`config.mk`:
```
export PLATFORM = sky130hd
export DESIGN_NAME = life_seq_ctrl
export DESIGN_NICKNAME = d
export VERILOG_FILES = /design/src/rtl/life_ctrl_pkg.sv /design/src/rtl/life_seq_ctrl_raster_cnt.sv /design/src/rtl/life_seq_ctrl.sv
export SDC_FILE = /design/constraint.sdc
export NUM_CORES = 1
export LEC_CHECK = 0
export ABC_AREA = 1
export BUFFER_PORTS_ARGS = -buffer_cell sky130_fd_sc_hd__buf_2
export CAP_MARGIN = 20
export CORE_MARGIN = 2
export CORE_UTILIZATION = 30
export DETAILED_ROUTE_END_ITERATION = 12
export MAX_ROUTING_LAYER = met4
export SLEW_MARGIN = 20
export SYNTH_ARGS = -nofsm -noshare
export SYNTH_HDL_FRONTEND = slang
export SYNTH_SLANG_ARGS = --single-unit
```
`constraint.sdc`:
```
create_clock -name clk -period 1.95 [get_ports clk]
set_input_delay 0.195 -clock clk [delete_from_list [all_inputs] [get_ports clk]]
set_output_delay 0.195 -clock clk [all_outputs]
set_load 0.05 [all_outputs]
```
`src/rtl/life_ctrl_pkg.sv`:
```
// Shared constants, PE command codes and FSM state type for the
// Game-of-Life sequencer and its raster counter.
package life_ctrl_pkg;

  localparam int LIFE_N_PX     = 8;
  localparam int LIFE_N_PY     = 8;
  localparam int LIFE_GEN_BITS = 16;

  localparam int N_PX_BITS = (LIFE_N_PX > 1) ? $clog2(LIFE_N_PX) : 1;
  localparam int N_PY_BITS = (LIFE_N_PY > 1) ? $clog2(LIFE_N_PY) : 1;

  localparam int PE_STATE_BITS = 1;
  localparam int PE_CMD_BITS   = 2;

  localparam logic [PE_CMD_BITS-1:0] PE_CMD_NOP  = 2'd0;
  localparam logic [PE_CMD_BITS-1:0] PE_CMD_LOAD = 2'd1;
  localparam logic [PE_CMD_BITS-1:0] PE_CMD_STEP = 2'd2;

  typedef enum logic [2:0] {
    ST_IDLE   = 3'd0,
    ST_LOAD   = 3'd1,
    ST_STEP   = 3'd2,
    ST_SETTLE = 3'd3,
    ST_RD_ADR = 3'd4,
    ST_RD_OUT = 3'd5,
    ST_FIN    = 3'd6
  } seq_state_e;

endpackage

```
`src/rtl/life_seq_ctrl_raster_cnt.sv`:
```
// Raster x/y cell counter (x inner, y outer) shared by pattern load and
// readout; wraps against the explicit array size, not a power of two.
module raster_cnt
  import life_ctrl_pkg::*;
#(
  parameter int N_PX = LIFE_N_PX,
  parameter int N_PY = LIFE_N_PY
) (
  input  logic                 clk,
  input  logic                 reset,
  input  logic                 i_clr,
  input  logic                 i_adv,
  output logic [N_PX_BITS-1:0] o_x,
  output logic [N_PY_BITS-1:0] o_y,
  output logic                 o_last
);
  localparam logic [N_PX_BITS-1:0] X_MAX = N_PX_BITS'(N_PX - 1);
  localparam logic [N_PY_BITS-1:0] Y_MAX = N_PY_BITS'(N_PY - 1);

  logic [N_PX_BITS-1:0] r_x;
  logic [N_PY_BITS-1:0] r_y;
  logic                 w_x_wrap;
  logic                 w_y_wrap;

  assign w_x_wrap = (r_x == X_MAX);
  assign w_y_wrap = (r_y == Y_MAX);

  // Counter register: clear wins over advance.
  always_ff @(posedge clk) begin
    if (!reset || i_clr) begin
      r_x <= {N_PX_BITS{1'b0}};
      r_y <= {N_PY_BITS{1'b0}};
    end else if (i_adv) begin
      if (w_x_wrap) begin
        r_x <= {N_PX_BITS{1'b0}};
        r_y <= w_y_wrap ? {N_PY_BITS{1'b0}} : r_y + N_PY_BITS'(1);
      end else begin
        r_x <= r_x + N_PX_BITS'(1);
      end
    end
  end

  assign o_x    = r_x;
  assign o_y    = r_y;
  assign o_last = w_x_wrap && w_y_wrap;

endmodule

```
`src/rtl/life_seq_ctrl.sv`:
```
// Game-of-Life sequencer: raster pattern load, generation stepping with early
// stop on extinction, and raster readout over a valid/ready handshake.
module life_seq_ctrl
  import life_ctrl_pkg::*;
#(
  parameter int N_PX     = LIFE_N_PX,
  parameter int N_PY     = LIFE_N_PY,
  parameter int GEN_BITS = LIFE_GEN_BITS
) (
  input  logic                     clk,
  input  logic                     reset,
  input  logic                     load_start,
  input  logic                     load_valid,
  input  logic [PE_STATE_BITS-1:0] load_data,
  output logic                     load_ready,
  input  logic                     run_start,
  input  logic [GEN_BITS-1:0]      run_gens,
  input  logic                     read_start,
  output logic                     rd_valid,
  output logic [PE_STATE_BITS-1:0] rd_data,
  input  logic                     rd_ready,
  output logic                     busy,
  output logic                     done,
  output logic                     extinct,
  output logic [GEN_BITS-1:0]      gens_done,
  output logic [PE_CMD_BITS-1:0]   cmd,
  output logic [PE_STATE_BITS-1:0] state_in,
  output logic [N_PX_BITS-1:0]     adr_x_i,
  output logic [N_PY_BITS-1:0]     adr_y_i,
  output logic [N_PX_BITS-1:0]     adr_x_o,
  output logic [N_PY_BITS-1:0]     adr_y_o,
  input  logic [PE_STATE_BITS-1:0] state_out,
  input  logic                     active
);
  localparam logic [GEN_BITS-1:0] GEN_ZERO = {GEN_BITS{1'b0}};
  localparam logic [GEN_BITS-1:0] GEN_ONE  = GEN_BITS'(1);
  localparam logic [GEN_BITS-1:0] GEN_MAX  = {GEN_BITS{1'b1}};

  seq_state_e               r_state;
  seq_state_e               w_nxt;
  logic [GEN_BITS-1:0]      r_rem;
  logic [GEN_BITS-1:0]      r_gens_done;
  logic                     r_extinct;
  logic                     r_rd_valid;
  logic [PE_STATE_BITS-1:0] r_rd_data;
  logic                     w_clr;
  logic                     w_adv;
  logic                     w_last;
  logic                     w_load_hs;
  logic                     w_run_go;
  logic [PE_CMD_BITS-1:0]   w_cmd;
  logic [N_PX_BITS-1:0]     w_x;
  logic [N_PY_BITS-1:0]     w_y;

  raster_cnt #(
    .N_PX (N_PX),
    .N_PY (N_PY)
  ) u_cnt (
    .clk    (clk),
    .reset  (reset),
    .i_clr  (w_clr),
    .i_adv  (w_adv),
    .o_x    (w_x),
    .o_y    (w_y),
    .o_last (w_last)
  );

  // FSM state register.
  always_ff @(posedge clk) begin
    if (!reset) begin
      r_state <= ST_IDLE;
    end else begin
      r_state <= w_nxt;
    end
  end

  // Next-state, array command and counter control.
  always_comb begin
    w_nxt     = r_state;
    w_cmd     = PE_CMD_NOP;
    w_clr     = 1'b0;
    w_adv     = 1'b0;
    w_load_hs = 1'b0;
    w_run_go  = 1'b0;
    case (r_state)
      ST_IDLE: begin
        if (load_start) begin
          w_clr = 1'b1;
          w_nxt = ST_LOAD;
        end else if (run_start) begin
          w_clr    = 1'b1;
          w_run_go = 1'b1;
          w_nxt    = (run_gens == GEN_ZERO) ? ST_FIN : ST_STEP;
        end else if (read_start) begin
          w_clr = 1'b1;
          w_nxt = ST_RD_ADR;
        end else begin
          w_nxt = ST_IDLE;
        end
      end
      ST_LOAD: begin
        if (load_valid) begin
          w_load_hs = 1'b1;
          w_cmd     = PE_CMD_LOAD;
          w_adv     = 1'b1;
          w_nxt     = w_last ? ST_FIN : ST_LOAD;
        end else begin
          w_nxt = ST_LOAD;
        end
      end
      ST_STEP: begin
        w_cmd = PE_CMD_STEP;
        w_nxt = ST_SETTLE;
      end
      // active already reflects the generation just computed.
      ST_SETTLE: begin
        w_nxt = (!active || (r_rem == GEN_ONE)) ? ST_FIN : ST_STEP;
      end
      ST_RD_ADR: begin
        w_nxt = ST_RD_OUT;
      end
      ST_RD_OUT: begin
        if (rd_ready) begin
          w_adv = 1'b1;
          w_nxt = w_last ? ST_FIN : ST_RD_ADR;
        end else begin
          w_nxt = ST_RD_OUT;
        end
      end
      ST_FIN: begin
        w_nxt = ST_IDLE;
      end
      default: begin
        w_nxt = ST_IDLE;
      end
    endcase
  end

  // Run bookkeeping and readout data register.
  always_ff @(posedge clk) begin
    if (!reset) begin
      r_rem       <= GEN_ZERO;
      r_gens_done <= GEN_ZERO;
      r_extinct   <= 1'b0;
      r_rd_data   <= {PE_STATE_BITS{1'b0}};
      r_rd_valid  <= 1'b0;
    end else begin
      if (w_run_go) begin
        r_rem       <= run_gens;
        r_gens_done <= GEN_ZERO;
        r_extinct   <= 1'b0;
      end else if (r_state == ST_SETTLE) begin
        r_rem <= r_rem - GEN_ONE;
        if (r_gens_done != GEN_MAX) begin
          r_gens_done <= r_gens_done + GEN_ONE;
        end
        if (!active) begin
          r_extinct <= 1'b1;
        end
      end
      if (r_state == ST_RD_ADR) begin
        r_rd_data  <= state_out;
        r_rd_valid <= 1'b1;
      end else if ((r_state == ST_RD_OUT) && rd_ready) begin
        r_rd_valid <= 1'b0;
      end
    end
  end

  assign cmd        = w_cmd;
  assign state_in   = w_load_hs ? load_data : {PE_STATE_BITS{1'b0}};
  assign adr_x_i    = w_x;
  assign adr_y_i    = w_y;
  assign adr_x_o    = w_x;
  assign adr_y_o    = w_y;
  assign load_ready = (r_state == ST_LOAD);
  assign busy       = (r_state != ST_IDLE);
  assign done       = (r_state == ST_FIN);
  assign rd_valid   = r_rd_valid;
  assign rd_data    = r_rd_data;
  assign extinct    = r_extinct;
  assign gens_done  = r_gens_done;

endmodule

```
* After elaboration in Yosys (flattened, before gate mapping) *
Index checks and enable logic that the tools add are counted.

operators by class
  $add $sub $neg = 4
  equal/unequal tests = 10
  mux-type cells = 30
  bitwise logic cells = 2
  reductions and logical operators = 15

operator list
  cell                                                count
  two-way mux 16 bit                                  2
  two-way mux 3 bit                                   9
  one-hot mux 3 bit (6 select lines)                  1
  adder 16 x 1 -> 16 bit, second input constant       1
  == test 16 x 1 -> 1 bit, second input constant      1
  zero test 16 bit                                    1
  != test 16 bit, second input constant               1
  subtractor 16 x 1 -> 16 bit, second input constant  1
  == test 3 bit, second input constant                5
  two-way mux 1 bit                                   14
  adder 3 x 1 -> 3 bit, second input constant         2
  == test 3 x 2 -> 1 bit, second input constant       2
  AND reduction 2 bit                                 3
  two-way mux 2 bit                                   2
  one-hot mux 2 bit (2 select lines)                  1
  nonzero test 2 bit                                  2
  == test 3 x 1 -> 1 bit, second input constant       1
  zero test 3 bit                                     1
  nonzero test 3 bit                                  1
  logical AND 1 bit                                   2
  zero test 1 bit                                     2
  logical OR 1 bit                                    2
  inverter 1 bit                                      2
  one-hot mux 1 bit (2 select lines)                  1
  OR reduction 2 bit                                  1

word-level totals
  register bits = 44
  output and inout port bits = 37

* Logic depth before layout (Yosys ltp) *
Gate-level depths: netlist of run 1.

  depth in word-level cells = 5
  depth in mapped cells = 11
  depth with buffers taken out = 11

* Cells and area by module *
A second synthesis of run 1 with hierarchy kept.

unflattened totals
  cells, all modules = 467
  area total of the unflattened synthesis = 2981.6 um^2

by module, submodules not included
  module         times used  cells each  area each (um^2)
  life_seq_ctrl  1           421         2651.3
  raster_cnt     1           46          330.3

* Least setup slack after synthesis of run 1 *
OpenSTA, ideal clock, no wires.

  path kind = reg2out
  start point = register r_state[0]
  end point = output state_in
  arrival = 1886 ps
  setup slack = -131 ps
  cell stages (with the launch flop) = 5
  path through = dfxtp_1 -> nand2_1 -> nor2_2 -> nand2_1 -> nor2_1

on the way
  word-level cells in the longest chain between the ends = 3

RTL lines
  item                    line                  RTL
  start, declared         life_seq_ctrl.sv:39   seq_state_e r_state;
  start signal, assigned  life_seq_ctrl.sv:73   r_state <= w_nxt;
  == test 3 x 1 -> 1 bit  --
  via load_ready          life_seq_ctrl.sv:15   output logic load_ready,
  two-way mux 1 bit       life_seq_ctrl.sv:85   case (r_state)
  two-way mux 1 bit       life_seq_ctrl.sv:171  assign state_in = w_load_hs ? load_data : {PE_STATE_BITS{1'b0}};
  end, declared           life_seq_ctrl.sv:27   output logic [PE_STATE_BITS-1:0] state_in,

The timed path passes the listed nets, and every way through them passes these cells.

* Worst setup path after layout of run 1 *
  start point = register r_state[0]
  end point = output state_in

on the way
  word-level cells in the longest chain between the ends = 3

RTL lines
  item                    line
  == test 3 x 1 -> 1 bit  life_seq_ctrl.sv:85
  two-way mux 1 bit       life_seq_ctrl.sv:85
  two-way mux 1 bit       life_seq_ctrl.sv:171

No other way between the ends.

==> impl_metrics.csv, run 1 <==
group,metric,value,unit
layout,stdcell_area,0.00336,mm²
sta,tns,0,ps
sta,fin_crit,1760,ps
clock_network,cts_setup_buffers,0,
clock_network,clkSinkCount,44,
clock_network,cts_made_buffers,5,
die,dieArea,0.0101,mm²
die,fp.dieW,101,µm
drt,drtIter0Drc,84,
global_routing,antenna_found_initial,0,
clock_network,clk_path_buf_depth,2,
drt,dr.pass1.iters,4,
global_routing,gr-total-overflow,0,
setup_path,critPathRequiredTime,1750,ps
run,drv_cap,0,
yosys,synthDistinctLibCells,31,
sta,tightest_slew,427,ps
drt,dr_wl_met3,281,µm
yosys,yosysMostFrequentCell,"nand2_1",
drt,topRoutingLayerUsed,"met4",
sta,rsz0062_at_grt,"false",
global_routing,groute.usage.overall,15.9,%
layout,final_net_count,532,
die,row_count,35,
global_routing,grt_start_max_net_pins,16,
die,core_area,0.00915,mm²
setup_path,path_cells,"nand2_1, nor2_2, nand2_1, nor2_2, buf_2",
clock_network,htreeDepth,2,
global_routing,grt_pass1_vias,2727,
layout,n_antenna_cell,0,
sta,slew_viol_final,0,
drt,post_drt_wl_per_cell,12.2,µm
yosys,yosysTopAreaCell,"dfxtp_1",
pwr,cellPowerDensity,833,mW/mm²
clock_network,cts_repair_resize_count,0,
drt,route.met2.wl,3.54,mm
die,initial_utilization,30.6,%
clock_network,cts_tree,"built",
setup_path,cp-start-kind,"flip-flop",
placement,pre_cts_ws,222,ps
setup_path,worstSetupEndpointType,"output port",
placement,place_area,0.00320,mm²
drt,routed_wl,7.45,mm
setup_path,slowest_stage,"dfxtp_1",
setup_path,crit_arrival,1570,ps
clock_network,root_buffer,"clkbuf_8",
drt,drt-met1-wl,3.54,mm
clock_network,ctsHoldBuffers,0,
layout,nFillCells,982,
placement,gp_congestion,0.876,
yosys,ys_top_cells_by_area,"dfxtp_1, nand2_1, nor2_1",
placement,io_buffers,62,
layout,area_growth,20.0,%
pwr,p_leak,0.00154,µW
yosys,synth_top_area_share,31.4,%
sta,timing.final.ws_setup,189,ps
drt,dr_total_vias,2916,
drt,ant_nets,0,
sta,fin_worst_skew,2.41,ps
yosys,synth_nets,469,
clock_network,clkSlewWorstSetupHoldPaths,90,ps
die,ioPinCount,63,
die,die_h,101,µm
hold_path,holdCritPathClass,"primary input to flip-flop",
pwr,peakVddDrop,0.000323,V
sta,finalHoldViolCount,0,
drt,viasPerCell,4.77,
setup_path,critPathMaxFanout,7,
setup_path,worstSetupPathType,"flip-flop to output port",
clock_network,clock_latency,300,ps
placement,dp_hpwl,5.79,mm
drt,route.detailed.drc,0,
sta,max_freq,568,MHz
run_status,status,"finished, final reports clean",
yosys,yosys_warnings,0,
yosys,ys_ff_latch,44,
yosys,yosys_most_used_dff,"dfxtp_1",
global_routing,grt_pass1_wl,12.6,mm
yosys,avgSynthCellArea,6.43,µm²
setup_path,max_stage_delay,480,ps
sta,finalCritPeriodShare,90.3,%
sta,relSlewSlack,71.4,%
yosys,async_reset_ff_share,0,%
yosys,synth_seq_area_share,31.4,%
yosys,syn_inst,436,
yosys,synth-edff-count,0,
yosys,netlist_area,0.00280,mm²
sta,finalSetupViolCount,0,
layout,drive_gt1_share,21.4,%
yosys,netlist_top_cells_count,"nand2_1, nor2_1, inv_1",
report_power, final:
part | internal, µW | switching (µW)
registers | 951 | 57.0
clock network | 641 | 349
logic | 251 | 553
placed cells by master, fill, tap and decap left out, types with 2 or more instances in the layout:
master,n
dfxtp_1,44
bufinv_16,3
a21oi_1,19
o21ai_0,20
nand4_1,6
nand2_2,7
inv_1,54
nor3_1,8
nor2_2,4
nand2_1,104
xnor2_1,4
buf_4,7
xor2_1,9
buf_2,62
nand3_1,24
nor2_1,77
clkbuf_8,5
a31oi_1,4
inv_2,4
o22ai_1,7
a21oi_2,10
nor2_4,2
ha_1,7
o211ai_1,2
kinds of logic after synthesis:
kind of cell,Yosys count,share of synthesized area (%)
xor gates and xnor gates,13,4.06
adders and majority gates,7,3.12
DFF,44,31.4
and+or+nand+nor,233,34.9
AOI/OAI and AO/OA,67,14.9
buffers and inverters,72,11.6
per-layer routing:
| metal | track usage, % | vias up |
|---|---|---|
| met5 | - | - |
| met4 | 3.69 | 0 |
| met3 | 3.12 | 6 |
| met2 | 26.5 | 51 |
| met1 | 19.8 | 1350 |
| li1 | - | 1509 |
metrics by stage:
| step | utilization (%) | std cells | power [µW] | hold WS, ps |
|---|---|---|---|---|
| 6_report | 36.7 | 611 | 2800 | 127 |
| 5_1_grt | 36.7 | 611 | 2970 | 161 |
| 3_5_place_dp | 35.0 | 603 | 1830 | 438 |
| 2_1_floorplan | - | 436 | 1640 | 293 |
| 3_3_place_gp | 35.0 | 603 | 1820 | 426 |
| 4_1_cts | 36.7 | 611 | 2820 | 121 |
sequential cells by signal, summed over array words and instances (netlist names):
register / flops
rd_data: 1
u_cnt.o_x: 3
extinct: 1
u_cnt.o_y: 3
r_state: 3
r_rem: 16
gens_done: 16
rd_valid: 1
cell type report:
| class | count | area (µm²) | area share [%] |
|---|---|---|---|
| multi-input cells | 320 | 1600 | 47.6 |
| well taps | 111 | 139 | 4.13 |
| repair buffers | 69 | 363 | 10.8 |
| flip-flops and latches | 44 | 881 | 26.2 |
| inverters | 59 | 221 | 6.58 |
| clock inverters | 3 | 90.1 | 2.68 |
| clock buffers | 5 | 68.8 | 2.05 |
critical path: cells and delay by family (launching register included):
| kind | cells | cell delay [ps] |
|---|---|---|
| flip-flops | 1 | 480 |
| AND/OR/NAND/NOR | 4 | 530 |
| buffers and inverters | 1 | 260 |
path summary, 6_finish.rpt:
path / slack [ps] / cells past startpoint / to / startpoint
setup / recovery: 190 / 5 / state_in / r_state[0]$_SDFF_PN0_
hold / removal: 130 / 3 / rd_data$_SDFFE_PN0P_ / state_out
setup reg to reg: 230 / 7 / gens_done[13]$_SDFFE_PP0P_ / gens_done[0]$_SDFFE_PP0P_
hold reg to reg: 470 / 2 / rd_valid$_SDFFE_PN0P_ / rd_valid$_SDFFE_PN0P_
Note: power is estimated with default switching activity, not from simulation.
==> inputs of run 2 (changes only) <==
Settings changed: MAX_ROUTING_LAYER met4 to not set.
==> run 2 against run 1 <==
Utilization stayed put. Clock power hardly changed. Sequential share of layout area stayed put. Die area stayed put. Global-route usage is 0.49 points lower.
==> impl_metrics.csv, run 2 (same netlist as run 1, synthesis figures left out) <==
group,metric,value,unit
drt,route.detailed.drc,0,
sta,fin_crit,1760,ps
placement,pre_cts_ws,222,ps
drt,dr.pass1.iters,4,
setup_path,cp-start-kind,"flip-flop",
pwr,p_seq_share,36.0,%
setup_path,critPathMaxFanout,7,
die,initial_utilization,30.6,%
drt,dr_total_vias,2914,
layout,final_cells,611,
die,die_h,101,µm
layout,area_growth,20.0,%
setup_path,worstSetupPathType,"flip-flop to output port",
pwr,power_switching,957,µW
layout,nFillCells,982,
global_routing,grt_pass1_wl,12.6,mm
die,ioPinCount,63,
clock_network,cts_tree,"built",
drt,ant_nets,0,
placement,dp_hpwl,5.79,mm
pwr,clkPwrFrac,35.3,%
die,fp.dieW,101,µm
clock_network,cts_setup_buffers,0,
global_routing,gr-total-overflow,0,
drt,post_drt_wl_per_cell,12.2,µm
sta,finalCritPeriodShare,90.2,%
drt,drtIter0Drc,76,
global_routing,groute.usage.overall,15.4,%
layout,final_common_cell,"nand2_1",
setup_path,critPathRequiredTime,1750,ps
drt,viasPerCell,4.77,
layout,n_antenna_cell,0,
sta,tns,0,ps
placement,io_buffers,62,
layout,utilization,36.7,%
clock_network,ctsHoldBuffers,0,
clock_network,clock_latency,300,ps
clock_network,clk_path_buf_depth,2,
clock_network,clkSlewWorstSetupHoldPaths,90,ps
clock_network,clkSinkCount,44,
placement,gp_congestion,0.862,
clock_network,cts_made_buffers,5,
layout,final_net_count,532,
clock_network,htreeDepth,2,
die,dieArea,0.0101,mm²
drt,routed_wl,7.45,mm
setup_path,worstSetupEndpointType,"output port",
sta,timing.final.ws_setup,191,ps
clock_network,root_buffer,"clkbuf_8",
sta,max_freq,568,MHz
setup_path,crit_arrival,1560,ps
sta,slew_viol_final,0,
pwr,p_leak,0.00154,µW
placement,place_area,0.00320,mm²
run_status,status,"finished, final reports clean",
clock_network,cts_repair_resize_count,0,
global_routing,grt_start_max_net_pins,16,
pwr,p_int,1840,µW
run,drv_cap,0,
sta,finalSetupViolCount,0,
sta,relSlewSlack,71.7,%
layout,final_cell_mix,"nand2_1, nor2_1, buf_2",
layout,drive_gt1_share,21.4,%
hold_path,holdCritPathClass,"primary input to flip-flop",
global_routing,antenna_found_initial,0,
pwr,cellPowerDensity,833,mW/mm²
placement,dp_cells,603,
sta,fin_worst_skew,2.45,ps
sta,finalHoldViolCount,0,
sta,tightest_slew,423,ps
sta,rsz0062_at_grt,"false",
global_routing,grt_pass1_vias,2717,
layout,stdcell_area,0.00336,mm²
die,row_count,35,
pwr,p_comb_share,28.7,%
die,core_area,0.00915,mm²
pwr,switching_share,34.2,%
pwr,peakVddDrop,0.000323,V
[run 2: cell counts in the layout (fill, tap and decap cells not counted)]
No cell type changed its count.
[run 2: area by class of cell]
class                           count  area [µm²]  share of cell area, %
Multi-Input combinational cell    320        1600                   47.6
Sequential cell                    44         881                   26.2
Timing Repair Buffer               69         363                   10.8
Inverter                           59         221                   6.58
Tap cell                          111         139                   4.13
Clock inverter                      3        90.1                   2.68
Clock buffer                        5        68.8                   2.05
[run 2: metal layers]
metal  share of wire [%]  GRT usage [%]  vias to the layer above  wire (µm)
met5                   0              0                        -          0
met1                  48           19.8                     1350       3540
met4                 1.1           3.69                        0         81
li1                    -              -                     1509          -
met2                  47           26.5                       49       3530
met3                 3.9           2.98                        6        292
[run 2: worst max-delay path, stage by stage (launching register included)]
cell     delay (ps)
dfxtp_1         480
nand2_1         150
nor2_2          150
nand2_1         140
nor2_2           90
buf_2           260
[run 2: through the flow]
stage               hold slack (ps)  total power [µW]
finish                          121              2800
global route                    164              2970
CTS                             121              2820
floorplan                       293              1640
global placement                426              1820
detailed placement              438              1830
[run 2: path summary, 6_finish.rpt]
| kind | start | depth (start not counted) | end | slack (ps) |
|---|---|---|---|---|
| hold reg to reg | rd_valid$_SDFFE_PN0P_ | 2 | rd_valid$_SDFFE_PN0P_ | 470 |
| setup reg to reg | gens_done[0]$_SDFFE_PP0P_ | 7 | gens_done[13]$_SDFFE_PP0P_ | 230 |
| hold / removal | state_out | 3 | rd_data$_SDFFE_PN0P_ | 120 |
| setup / recovery | r_state[0]$_SDFF_PN0_ | 5 | state_in | 190 |
[run 2: power groups by stage]
stage / clock network, µW / logic, µW / registers [µW]
after floorplan: 0 / 588 / 1050
after CTS: 1000 / 808 / 1010
after global routing: 1030 / 922 / 1020
after detailed placement: 0 / 805 / 1030
after global placement: 0 / 793 / 1020
final: 989 / 803 / 1010
==> inputs of run 3 (changes only) <==
Clock period 1.95 ns to 1.5 ns, I/O delays scaled along.
==> run 3 against run 2 <==
Final cell count rose by 2.1%. Final area rose by 6.8%. Via count rose by 3.2%. Non-clock buffer count rose by 13. Sequential power rose by 30%. Sequential share of layout area fell by 0.48 points. Routed wire length rose by 5.5%. Die area did not move. Combinational power rose by 49%. Clock power fell by 6.1%. Critical endpoint is now r_rem[15]$_SDFFE_PN0P_.
==> impl_metrics.csv, run 3 (same netlist as run 1, synthesis figures left out) <==
group,metric,value,unit
pwr,cellPowerDensity,959,mW/mm²
drt,dr.pass1.iters,4,
clock_network,htreeDepth,2,
drt,routed_wl,7.86,mm
clock_network,ctsHoldBuffers,0,
setup_path,worstSetupEndpointType,"flip-flop",
pwr,peakVddDrop,0.000557,V
sta,whs,87.2,ps
setup_path,crit_arrival,1630,ps
hold_path,holdCritPathClass,"primary input to flip-flop",
die,initial_utilization,30.6,%
global_routing,gr-total-overflow,0,
setup_path,cp.buffers_inverters,0,
drt,post_drt_wl_per_cell,12.6,µm
layout,utilization,39.2,%
clock_network,cts_tree,"built",
setup_path,worstSetupPathType,"flip-flop to flip-flop",
setup_path,slowest_stage,"dfxtp_2",
sta,finalHoldViolCount,0,
layout,n_antenna_cell,0,
clock_network,clk_path_buf_depth,2,
global_routing,antenna_found_initial,0,
layout,final_common_cell,"nand2_1",
sta,fin_worst_skew,11.9,ps
setup_path,reg2reg_to,"r_rem[15]$_SDFFE_PN0P_",
die,row_count,35,
drt,viasPerCell,4.82,
clock_network,clkSlewWorstSetupHoldPaths,90,ps
placement,pre_cts_ws,64.5,ps
die,fp.dieW,101,µm
global_routing,grt_start_max_net_pins,16,
run,drv_cap,0,
die,dieArea,0.0101,mm²
sta,finalCritPeriodShare,95.5,%
global_routing,grt_pass1_wl,12.8,mm
setup_path,crit_top_cell,"nand2_1",
sta,rsz0062_at_grt,"true",
hold_path,hold_start,"state_out",
drt,dr_total_vias,3007,
setup_path,path_delay_family,"simple AND/OR/NAND/NOR gates",
sta,slew_viol_final,0,
global_routing,grt_pass1_vias,2830,
layout,final_cell_mix,"nand2_1, nor2_1, buf_2",
placement,io_buffers,62,
placement,dp_hpwl,6.03,mm
sta,max_freq,698,MHz
sta,tightest_slew,430,ps
sta,fin_crit,1430,ps
hold_path,min_to,"rd_data$_SDFFE_PN0P_",
layout,drive_gt1_share,31.0,%
clock_network,root_buffer,"clkbuf_8",
setup_path,max_stage_delay,340,ps
sta,relSlewSlack,71.1,%
setup_path,r2r_cells,8,
global_routing,groute.usage.overall,15.6,%
setup_path,critPathMaxFanout,4,
placement,gp_congestion,0.865,
clock_network,clkSinkCount,44,
clock_network,cts_made_buffers,5,
pwr,p_leak,0.00162,µW
setup_path,r2r_slack,70,ps
die,ioPinCount,63,
layout,area_growth,28.1,%
run_status,status,"finished, final reports clean",
die,die_h,101,µm
sta,finalSetupViolCount,0,
die,core_area,0.00915,mm²
setup_path,worstReg2RegStart,"r_rem[1]$_SDFFE_PN0P_",
drt,drtIter0Drc,107,
sta,timing.final.ws_setup,67.0,ps
drt,route.detailed.drc,0,
setup_path,critPathRequiredTime,1700,ps
sta,tns,0,ps
drt,ant_nets,0,
clock_network,clock_latency,310,ps
setup_path,path_cells,"nor2_1, nand2_1, nor2_1, nand2_1, nand2_1, nand2_1, a21oi_1, nor2_1",
hold_path,whs_path_depth,3,
layout,final_net_count,545,
setup_path,cp-start-kind,"flip-flop",
setup_path,cp.depth,8,
[run 3: cell count changes in the layout (fill, tap and decap cells not counted), sizes merged]
cell | before | now
buf | 69 | 82
bufinv | 3 | 1
clkinv | 1 | 3
clkinvlp | 0 | 1
inv | 58 | 57
[run 3: worst register-to-register path: stages (launching register included)]
cell,delay (ps)
dfxtp_2,340
nor2_1,160
nand2_1,120
nor2_1,320
nand2_1,110
nand2_1,60
nand2_1,40
a21oi_1,120
nor2_1,50
[run 3: worst max path at each step]
stage,from,endpoint
final,r_rem[1]$_SDFFE_PN0P_,r_rem[15]$_SDFFE_PN0P_
after CTS,r_state[1]$_SDFF_PN0_,cmd[0]
after global placement,r_state[1]$_SDFF_PN0_,gens_done[1]$_SDFFE_PP0P_
after floorplan,gens_done[0]$_SDFFE_PP0P_,gens_done[5]$_SDFFE_PP0P_
after global routing,r_rem[2]$_SDFFE_PN0P_,r_rem[15]$_SDFFE_PN0P_
after detailed placement,r_state[1]$_SDFF_PN0_,r_rem[4]$_SDFFE_PN0P_
[run 3: timing repair]
| item | CTS | global route |
|---|---|---|
| setup endpoints to repair | 4 | 27 |
| endpoints found under the hold margin | 0 | 0 |
| resized for setup | 6 | 21 |
| buffers inserted | 0 | 1 |
| pin swaps | 0 | 5 |
[run 3: final cells by class]
class | count | area, µm²
Tap cell | 111 | 139
Inverter | 59 | 228
Multi-Input combinational cell | 320 | 1680
Clock inverter | 3 | 42.5
Sequential cell | 44 | 923
Timing Repair Buffer | 82 | 505
Clock buffer | 5 | 68.8
Fill cell | 970 | 5560
[run 3: per-layer routing]
layer / vias up / global-route usage, % / wire length, µm / part of all wire (%)
met4: 0 / 5.48 / 192 / 2.4
met3: 16 / 2.29 / 392 / 5.0
met2: 88 / 26.6 / 3760 / 48
met5: - / 0 / 0 / 0
li1: 1542 / - / - / -
met1: 1361 / 20.1 / 3510 / 45
[run 3: power breakdown]
part	internal, µW	switching [µW]	total, µW
sequential	1240	78.9	1310
combinational	423	779	1200
clock	494	435	929
[run 3: through the flow]
stage,instance area (µm²),power (µW),cells
after floorplan,2890,2160,436
final,3590,3440,624
after global placement,3390,2460,615
after detailed placement,3390,2470,615
after CTS,3520,3430,623
after global routing,3590,3680,624
